--- config.mk ---
export PLATFORM = sky130hd
export DESIGN_NAME = wafer_defect_classifier_argmax
export DESIGN_NICKNAME = d
export VERILOG_FILES = /design/src/rtl/wafer_cnn_pkg.sv /design/src/rtl/wafer_defect_classifier_argmax_top2_tracker.sv /design/src/rtl/wafer_defect_classifier_argmax.sv
export SDC_FILE = /design/constraint.sdc
export NUM_CORES = 1
export LEC_CHECK = 0
export ABC_AREA = 1
export CAP_MARGIN = 20
export CORE_MARGIN = 3
export CORE_UTILIZATION = 55
export CTS_CLUSTER_DIAMETER = 60
export DETAILED_ROUTE_END_ITERATION = 8
export MAX_ROUTING_LAYER = met4
export PLACE_DENSITY = 0.89
export SLEW_MARGIN = 5
export SYNTH_ARGS = -nofsm -noshare
export SYNTH_HDL_FRONTEND = slang
export SYNTH_SLANG_ARGS = --single-unit
--- constraint.sdc ---
create_clock -name clk -period 2.8 [get_ports clk]
set_input_delay 0.42 -clock clk [delete_from_list [all_inputs] [get_ports clk]]
set_output_delay 0.42 -clock clk [all_outputs]
set_load 0.01 [all_outputs]
--- src/rtl/wafer_cnn_pkg.sv ---
`default_nettype none
// ============================================================================
// Module   : wafer_cnn_pkg
// Brief    : Shared sizes, class indices, FSM states and margin helper.
// Revision : 1.0
// ============================================================================
package wafer_cnn_pkg;

    localparam int NUM_CLASSES = 9;
    localparam int NONE_CLASS  = 8;
    localparam int LOGIT_W     = 32;
    localparam int CLASS_IDX_W = 4;

    typedef enum logic [CLASS_IDX_W-1:0] {
        CENTER    = 4'd0,
        DONUT     = 4'd1,
        EDGE_LOC  = 4'd2,
        EDGE_RING = 4'd3,
        LOC       = 4'd4,
        NEAR_FULL = 4'd5,
        RANDOM    = 4'd6,
        SCRATCH   = 4'd7,
        NONE      = 4'd8
    } wafer_class_e;

    typedef enum logic [2:0] {
        ST_IDLE    = 3'd0,
        ST_REQ     = 3'd1,
        ST_WAIT_UP = 3'd2,
        ST_SCAN    = 3'd3,
        ST_FINISH  = 3'd4,
        ST_DONE    = 3'd5
    } argmax_state_e;

    // best >= second always holds, so the 33-bit difference is non-negative;
    // anything that no longer fits in 31 magnitude bits saturates.
    function automatic logic [LOGIT_W-1:0] sat_margin(
        input logic signed [LOGIT_W-1:0] best,
        input logic signed [LOGIT_W-1:0] second
    );
        logic signed [LOGIT_W:0] diff;
        diff = {best[LOGIT_W-1], best} - {second[LOGIT_W-1], second};
        if (diff[LOGIT_W] || diff[LOGIT_W-1])
            return {1'b0, {(LOGIT_W-1){1'b1}}};
        return diff[LOGIT_W-1:0];
    endfunction

endpackage
`default_nettype wire

--- src/rtl/wafer_defect_classifier_argmax_top2_tracker.sv ---
`default_nettype none
// ============================================================================
// Module   : top2_tracker
// Brief    : Streaming best/second-best tracker with index of the best value.
// Revision : 1.0
// ============================================================================
module top2_tracker
    import wafer_cnn_pkg::*;
(
    input  logic                          clk,
    input  logic                          resetn,
    input  logic                          clear,
    input  logic                          valid,
    input  logic [CLASS_IDX_W-1:0]        idx,
    input  logic signed [LOGIT_W-1:0]     data,
    output logic signed [LOGIT_W-1:0]     best,
    output logic signed [LOGIT_W-1:0]     second,
    output logic [CLASS_IDX_W-1:0]        best_idx
);

    localparam logic signed [LOGIT_W-1:0] c_min = {1'b1, {(LOGIT_W-1){1'b0}}};

    logic signed [LOGIT_W-1:0] r_best;
    logic signed [LOGIT_W-1:0] r_second;
    logic [CLASS_IDX_W-1:0]    r_best_idx;

    // Clearing both to the most negative value makes the first sample land in
    // best with second left at the minimum, without a special first-cycle path.
    always_ff @(posedge clk) begin
        if (!resetn) begin
            r_best     <= '0;
            r_second   <= '0;
            r_best_idx <= '0;
        end else if (clear) begin
            r_best     <= c_min;
            r_second   <= c_min;
            r_best_idx <= '0;
        end else if (valid) begin
            if (data > r_best) begin
                r_second   <= r_best;
                r_best     <= data;
                r_best_idx <= idx;
            end else if (data > r_second) begin
                r_second   <= data;
            end
        end
    end

    assign best     = r_best;
    assign second   = r_second;
    assign best_idx = r_best_idx;

endmodule
`default_nettype wire

--- src/rtl/wafer_defect_classifier_argmax.sv ---
`default_nettype none
// ============================================================================
// Module   : wafer_defect_classifier_argmax
// Brief    : Triggers the dense layer, scans its logits, holds argmax results.
// Revision : 1.0
// ============================================================================
module wafer_defect_classifier_argmax
    import wafer_cnn_pkg::*;
#(
    parameter int NUM_CLASSES = wafer_cnn_pkg::NUM_CLASSES,
    parameter int NONE_CLASS  = wafer_cnn_pkg::NONE_CLASS
) (
    input  logic                   clk,
    input  logic                   resetn,
    input  logic                   start,
    output logic                   done,
    output logic                   up_start,
    input  logic                   up_done,
    output logic [CLASS_IDX_W-1:0] logit_addr,
    input  logic [LOGIT_W-1:0]     logit_data,
    output logic [CLASS_IDX_W-1:0] class_idx,
    output logic [LOGIT_W-1:0]     class_score,
    output logic [LOGIT_W-1:0]     margin,
    output logic                   is_defect
);

    localparam logic [CLASS_IDX_W-1:0] c_last_idx = CLASS_IDX_W'(NUM_CLASSES - 1);
    localparam logic [CLASS_IDX_W-1:0] c_none_idx = CLASS_IDX_W'(NONE_CLASS);

    argmax_state_e             r_state;
    logic                      r_done;
    logic                      r_up_start;
    logic [CLASS_IDX_W-1:0]    r_scan_idx;
    logic [CLASS_IDX_W-1:0]    r_class_idx;
    logic [LOGIT_W-1:0]        r_class_score;
    logic [LOGIT_W-1:0]        r_margin;
    logic                      r_is_defect;

    logic signed [LOGIT_W-1:0] w_best;
    logic signed [LOGIT_W-1:0] w_second;
    logic [CLASS_IDX_W-1:0]    w_best_idx;

    top2_tracker u_top2 (
        .clk      (clk),
        .resetn   (resetn),
        .clear    (r_state == ST_REQ),
        .valid    (r_state == ST_SCAN),
        .idx      (r_scan_idx),
        .data     ($signed(logit_data)),
        .best     (w_best),
        .second   (w_second),
        .best_idx (w_best_idx)
    );

    always_ff @(posedge clk) begin
        if (!resetn) begin
            r_state       <= ST_IDLE;
            r_done        <= 1'b0;
            r_up_start    <= 1'b0;
            r_scan_idx    <= '0;
            r_class_idx   <= '0;
            r_class_score <= '0;
            r_margin      <= '0;
            r_is_defect   <= 1'b0;
        end else begin
            r_up_start <= 1'b0;
            case (r_state)
                ST_IDLE: begin
                    if (start) begin
                        r_up_start <= 1'b1;
                        r_state    <= ST_REQ;
                    end
                end
                ST_REQ: begin
                    r_scan_idx <= '0;
                    r_state    <= ST_WAIT_UP;
                end
                // up_done is a level; a stale high from a previous run counts as ready
                ST_WAIT_UP: begin
                    if (up_done)
                        r_state <= ST_SCAN;
                end
                ST_SCAN: begin
                    if (r_scan_idx == c_last_idx) begin
                        r_scan_idx <= '0;
                        r_state    <= ST_FINISH;
                    end else begin
                        r_scan_idx <= r_scan_idx + 1'b1;
                    end
                end
                ST_FINISH: begin
                    r_class_idx   <= w_best_idx;
                    r_class_score <= w_best;
                    r_margin      <= sat_margin(w_best, w_second);
                    r_is_defect   <= (w_best_idx != c_none_idx);
                    r_done        <= 1'b1;
                    r_state       <= ST_DONE;
                end
                ST_DONE: begin
                    if (start) begin
                        r_done     <= 1'b0;
                        r_up_start <= 1'b1;
                        r_state    <= ST_REQ;
                    end
                end
                default: r_state <= ST_IDLE;
            endcase
        end
    end

    assign done        = r_done;
    assign up_start    = r_up_start;
    assign logit_addr  = r_scan_idx;
    assign class_idx   = r_class_idx;
    assign class_score = r_class_score;
    assign margin      = r_margin;
    assign is_defect   = r_is_defect;

endmodule
`default_nettype wire

Word-level counts from Yosys, hierarchy flattened
Cells that the tools add are included.
{"block": "word_totals", "ff_bits": 146, "inputBits": 36, "output_inout_bits": 75, "elab_cells": 66}
{"block": "classes", "add_sub_neg": 2, "n_lt_le_gt_ge": 2, "n_eq_ne": 11, "muxes": 21, "bitwise_logic": 1, "reduce_logical": 16}
{"cell": "32-bit 2-to-1 mux", "n": 9}
{"cell": "32-bit > comparator", "n": 2}
{"cell": "32-bit by 32-bit subtractor with 33-bit output", "n": 1}
{"cell": "3-bit one-hot mux with 5 select lines", "n": 1}
{"cell": "2-bit AND reduction", "n": 6}
{"cell": "3-bit 2-to-1 mux", "n": 3}
{"cell": "4-bit one-hot mux with 2 select lines", "n": 1}
{"cell": "2-bit nonzero test", "n": 4}
{"cell": "3-bit by 2-bit equality test with 1-bit output (second input constant)", "n": 2}
{"cell": "3-bit equality test (second input constant)", "n": 2}
{"cell": "2-bit != test (second input constant)", "n": 3}
{"cell": "1-bit 2-to-1 mux", "n": 5}
{"cell": "4-bit by 1-bit adder with 4-bit output (second input constant)", "n": 1}
{"cell": "4-bit equality test (second input constant)", "n": 1}
{"cell": "4-bit 2-to-1 mux", "n": 1}
{"cell": "4-bit != test (second input constant)", "n": 1}
{"cell": "2-bit OR reduction", "n": 2}
{"cell": "3-bit by 1-bit equality test with 1-bit output (second input constant)", "n": 1}
{"cell": "3-bit zero test", "n": 1}
{"cell": "3-bit AND reduction", "n": 1}
{"cell": "3-bit nonzero test", "n": 1}
{"cell": "2-bit by 1-bit != test with 1-bit output (second input constant)", "n": 1}
{"cell": "1-bit one-hot mux with 2 select lines", "n": 1}
{"cell": "1-bit logical OR", "n": 1}
{"cell": "1-bit NOT", "n": 1}

Logic depth before layout (Yosys ltp)
{"block": "logic_depth", "ltp_word": 6, "mapped_depth": 21, "ltp_nobuf": 21}

Modules after synthesis
Synthesis repeated with hierarchy kept, for this count alone.
{"block": "unflattened", "cells_unflattened": 1499, "area_unflattened_um2": 9810.7}
{"module": "wafer_defect_classifier_argmax", "instances": 1, "cells_each": 876, "area_each_um2": 5403.9, "seq_area_each_um2": 1561.5}
{"module": "top2_tracker", "instances": 1, "cells_each": 623, "area_each_um2": 4406.7, "seq_area_each_um2": 1361.3}

Worst setup path after synthesis
Ideal clock, no wire load.
{"block": "synth_timing", "kind": "reg2reg", "start": "register u_top2.r_best[0], in the netlist u_top2.best[0]", "end": "register r_margin[9], in the netlist margin[9]", "setup_ps": 113, "t_arrival_ps": 2096, "required_ps": 2687, "setup_slack_ps": 591, "path_stages_with_launch": 18, "path_buffers": 1, "period_less_slack_ps": 2209, "cell_sequence": "dfxtp_1 > inv_1 > ha_1 > inv_1 > fa_1 > nand3_1 > nand2_1 > nand2_1 > o211ai_2 > nand3_1 > nand2_1 > nand3_1 > nand3_1 > nand2_4 > nand2_4 > buf_6 > o21ai_1 > inv_1"}
{"block": "synth_between", "elab_chain_cells": 6}
{"item": "start: declaration", "line": "wafer_defect_classifier_argmax_top2_tracker.sv:23", "rtl": "logic signed [LOGIT_W-1:0] r_best;"}
{"item": "start signal: assignment", "line": "wafer_defect_classifier_argmax_top2_tracker.sv:35", "rtl": "r_best <= c_min;"}
{"item": "start signal: assignment", "line": "wafer_defect_classifier_argmax_top2_tracker.sv:41", "rtl": "r_best <= data;"}
{"item": "32-bit by 32-bit subtractor with 33-bit output (*)", "line": "wafer_cnn_pkg.sv:42", "rtl": "diff = {best[LOGIT_W-1], best} - {second[LOGIT_W-1], second};"}
{"item": "1-bit logical OR", "line": "wafer_cnn_pkg.sv:43", "rtl": "if (diff[LOGIT_W] || diff[LOGIT_W-1])"}
{"item": "1-bit 2-to-1 mux", "line": "wafer_cnn_pkg.sv:43"}
{"item": "1-bit 2-to-1 mux", "line": "wafer_defect_classifier_argmax.sv:67", "rtl": "case (r_state)"}
{"item": "1-bit 2-to-1 mux", "line": "wafer_defect_classifier_argmax.sv:56", "rtl": "if (!resetn) begin"}
{"item": "32-bit 2-to-1 mux (*)", "line": "wafer_cnn_pkg.sv:45", "rtl": "return diff[LOGIT_W-1:0];"}
{"item": "end signal: assignment", "line": "wafer_defect_classifier_argmax.sv:94", "rtl": "r_margin <= sat_margin(w_best, w_second);"}
{"item": "end: declaration", "line": "wafer_defect_classifier_argmax.sv:36", "rtl": "logic [LOGIT_W-1:0] r_margin;"}
Every way passes the cells marked *; elsewhere a longest branch is shown, timed or not. The select of a mux whose other input is x is not followed.
A chain may end at the register's enable or synchronous reset.

Worst setup path after layout
{"block": "layout_timing", "start": "input logit_data[9]", "end": "register u_top2.r_second[30], in the netlist u_top2.second[30]"}
{"block": "layout_between", "elab_chain_cells": 3, "elab_cells_between_ends": 5, "cone_classes": "order compare (2); mux (1); reduce/logical (2)"}
{"item": "start: declaration", "line": "wafer_defect_classifier_argmax.sv:20", "rtl": "input logic [LOGIT_W-1:0] logit_data,"}
{"item": "32-bit > comparator, on equally long branches", "line": "wafer_defect_classifier_argmax_top2_tracker.sv:43, wafer_defect_classifier_argmax_top2_tracker.sv:39"}
{"item": "2-bit nonzero test (no source line)"}
{"item": "2-bit AND reduction (no source line)"}
{"item": "end signal: assignment", "line": "wafer_defect_classifier_argmax_top2_tracker.sv:36", "rtl": "r_second <= c_min;"}
{"item": "end signal: assignment", "line": "wafer_defect_classifier_argmax_top2_tracker.sv:40", "rtl": "r_second <= r_best;"}
{"item": "end signal: assignment", "line": "wafer_defect_classifier_argmax_top2_tracker.sv:44", "rtl": "r_second <= data;"}
{"item": "end: declaration", "line": "wafer_defect_classifier_argmax_top2_tracker.sv:24", "rtl": "logic signed [LOGIT_W-1:0] r_second;"}
Several ways; a longest one is shown, not always the timed one.

==> metrics.md <==
| Metric | Value |
|---|---|
| Total wire length | `between 20000 and 30000 um` |
| Yosys warns | `0` |
| Status | `complete, no violations` |
| Final hold violation count | `0` |
| IO buf count | `110` |
| Critical Path Max Stage Delay | `440 ps` |
| Core area | `approximately 16000 sq um` |
| Post-DRT Antenna Nets | `0` |
| Worst slew pin tran | `between 800 and 900 ps` |
| Vias per inst | `around 5.6` |
| CTS tree | `done` |
| Ports | `~110` |
| Yosys reg bits | `146` |
| First drt pass iteration count | `5` |
| Worst R2R Setup Slack | `between 200 and 250 ps` |
| Overflow after GRT | `0` |
| Initial DRC count | `754` |
| Required time worst endpoint | `3110 ps` |
| DP HPWL | `roughly 19000 um` |
| Max Transition Viols Final | `0` |
| Power Total | `13530 uW` |
| Worst path depth | `18` |
| CP Max Fanout | `22` |
| Deepest clock path buffer count | `2` |
| Crit. Startpoint | `logit_data[9]` |
| Worst min-delay path class | `input port to flop` |
| Row count | `46` |
| Period utilization | `94.21%` |
| VDD IR max | `0.0007566 V` |
| CP Cell Sequence | `clkdlybuf4s50_1 -> buf_4 -> ha_1 -> nand2_1 -> inv_1 -> o21bai_1 -> a21oi_1 -> nor2_1 -> nand2_1 -> nand2_1 -> nand2_1 -> nand2_1 -> nand2_1 -> nand2_1 -> nand2_2 -> buf_4 -> o21ai_0 -> nor2_1` |
| RePlAce Congestion | `approximately 0.94` |
| H-tree depth | `4` |
| RSZ-0062 raised after global routing | `false` |
| FF-to-FF path depth | `12` |
| Nets | `about 1500` |
| Multiplexer share of the synthesized area | `0%` |
| CP arrival | `2950 ps` |
| Syn Nets | `1420` |
| Post-synth EDFFs | `0` |
| RR Startpoint | `u_top2.best[31]` |
| All-Layer GR Usage | `between 20 and 30%` |
| CP Capture Type | `flop` |
| Hold_ws | `between 400 and 500 ps` |
| Post-Synth Adder-Cell Area | `around 14%` |
| Die Ht | `between 100 and 150 um` |
| Worst Setup Start Kind | `input port` |
| Slowest-stage cell, CP | `clkdlybuf4s50_1` |
| Primary FF master, synth | `dfxtp_1` |
| Min setup slack post-route | `around 160 ps` |
| Final setup viols | `0` |
| Layout cells sized above 1 | `about 7.3%` |
| Initial Util | `between 50% and 60%` |
| # hold bufs at CTS | `0` |
| Clock Latency Late Sink | `430 ps` |
| Xor/xnor share of the synthesized area | `2.232%` |
| Final Instance Area | `roughly 11000 sq um` |
| CTS clk-pin slew, worst paths | `approximately 60 ps` |
| Sequential share of the synthesized area | `between 30% and 40%` |
| Register area | `about 2900 sq um` |
| Max-slew headroom | `40.31%` |
| Largest net degree at the start of global routing | `approximately 100` |
| Setup TNS | `0 ps` |
| Mapped Area | `around 9000 sq um` |
| Synth Area in Compound Gates | `roughly 22%` |
| Width of the die | `between 100 and 150 um` |
| Post-Synth Simple-Gate Area | `about a fifth` |
| Worst slack, placed | `-282.7 ps` |
| Fin Clk Skew | `6.681 ps` |
| Fill cells | `1311` |
| Largest family of logic cells by synthesized area | `compound AO/OA/AOI/OAI gates` |
| Mapped Avg Cell Area | `between 7 and 8 sq um` |
| Top delay family on crit path | `buffers and inverters` |
| WS Path Type | `input port to flop` |
| First-pass GRT wire length | `approximately 42000 um` |
| # diodes | `0` |
| Clk root buf | `clkbuf_16` |
| Number of global-route vias before repair | `between 8000 and 9000` |
| DRC errors left | `0` |
| WL/cell | `roughly 15 um` |
| CTS buffer count | `17` |
| PD cells | `roughly 1200 nW/um^2` |
| Top cell by count, worst path | `nand2_1` |
| Static Leak | `a little over 0.005 uW` |
| Crit path time final | `~2600 ps` |
| Placed Area | `roughly 11000 sq um` |
| CTS Sinks | `146` |
| Layout area overhead | `22.98%` |
| Asr flop ratio synth | `0%` |
| Multi-input logic area | `5328 sq um` |
| Max cap viols | `0` |
| Fmax | `379.1 MHz` |
| Die footprint | `17980 sq um` |
| Initial antenna violation count | `0` |
| Via count | `9143` |
| R2r endpoint | `u_top2.second[30]` |
| Syn Inst Count | `around 1300` |
| Worst Path Buf+Inv | `4` |
| Worst setup path end | `u_top2.second[30]` |
| Synth cell types | `48` |
[cells by family after synthesis]
| logic type | count (synthesis) |
|---|---|
| buffers and inverters | 199 |
| AOI/OAI and AO/OA | 374 |
| DFF | 146 |
| adders and majority gates | 99 |
| and+or+nand+nor | 444 |
| xor gates and xnor gates | 23 |
[sequential cells by signal, indices dropped and copies added (netlist names)]
name / count
is_defect: 1
class_score: 32
r_state: 3
u_top2.best_idx: 4
u_top2.second: 32
margin: 32
class_idx: 4
u_top2.best: 32
done: 1
up_start: 1
logit_addr: 4
[per-layer routing]
| metal | GRT usage, % | share of wire, % |
|---|---|---|
| met5 | - | 0 |
| met4 | 7.692 | 1.8 |
| met3 | 4.614 | 6.7 |
| met2 | 47.42 | 46 |
| met1 | 38.53 | 45 |
[what timing repair did]
action                                  CTS  global route
resized for setup                         0             4
setup buffers                             0             4
endpoints found under the setup margin    0            25
endpoints found under the hold margin     0             0
[synthesized netlist by cell type, types with 2 or more instances]
cell type | instances | area [sq um]
ha_1 | 98 | 1226
nor2_1 | 170 | 638.1
buf_2 | 11 | 55.05
nand2_1 | 202 | 758.2
a21oi_2 | 2 | 17.52
a31oi_1 | 10 | 62.56
buf_4 | 4 | 30.03
xor2_1 | 19 | 166.4
nand4_1 | 12 | 75.07
o211ai_2 | 2 | 25.02
nor4_1 | 3 | 18.77
nand2_4 | 2 | 22.52
o21ai_1 | 18 | 90.09
a211oi_1 | 2 | 15.01
a21oi_1 | 142 | 710.7
xnor2_1 | 4 | 35.03
buf_1 | 3 | 11.26
nand3_1 | 30 | 150.1
a21o_1 | 9 | 67.56
dfxtp_1 | 146 | 2923
o21bai_1 | 7 | 52.55
inv_1 | 149 | 559.3
clkbuf_1 | 29 | 108.9
o21ai_0 | 166 | 830.8
o21a_1 | 8 | 60.06
nand2_2 | 6 | 37.54
nand3b_1 | 2 | 15.01
nor3_1 | 7 | 35.03
nand3_2 | 3 | 30.03
[power breakdown]
part	switching, uW	internal, uW	leakage, uW	total, uW
Clock	934	1260	0.000271	2200
Sequential	284	2580	0.00119	2870
Combinational	5280	3190	0.00361	8470
[final cells by class]
class                   count  share of cell area, %
multi-input cells         940                  47.99
flip-flops and latches    146                  26.33
repair buffers            155                  13.03
inverters                 151                  5.129
clock buffers              19                  4.080
well taps                 216                  2.435
clock inverters            13                  1.003
[stage by stage]
stage          utilization [%]  instances
6_report                 69.38       1640
5_1_grt                  69.38       1640
3_5_place_dp             65.65       1604
2_1_floorplan                -       1285
3_3_place_gp             65.65       1604
4_1_cts                  69.17       1636
[worst register-to-register path: cells and delay by family (launching register included)]
kind | cells | cell delay, ps
flops | 1 | 420
simple gates | 5 | 550
compound gates | 4 | 770
buf+inv | 2 | 380
fa+ha+maj | 1 | 340
[layout by cell type (no fill, tap or decap), types with 3 or more instances in the layout]
master and instances:
nand2_1 202, nor2_1 169, o21ai_0 164, inv_1 149, dfxtp_1 146, a21oi_1 142, clkdlybuf4s50_1 109, ha_1 98
buf_4 44, nand3_1 30, o21ai_1 20, xor2_1 19, clkbuf_16 17, nand4_1 12, a31oi_1 10, a21o_1 9
o21a_1 8, o21bai_1 7, nor3_1 7, nand2_2 6, clkinv_2 5, xnor2_1 4, clkinvlp_4 4, nor4_1 3
nand3_2 3
[how the worst min path moves through the flow]
stage                             startpoint        endpoint  slack, ps  cells past startpoint
final                                 resetn  class_score[5]        400                      3
after global routing                  resetn  class_score[5]        410                      3
after CTS                             resetn  class_score[5]        380                      3
after detailed placement          margin[31]      margin[31]        430                      2
after global placement            margin[31]      margin[31]        420                      2
after floorplan           u_top2.best_idx[0]    class_idx[0]        450                      2
Note: power is estimated with default switching activity, not from simulation.
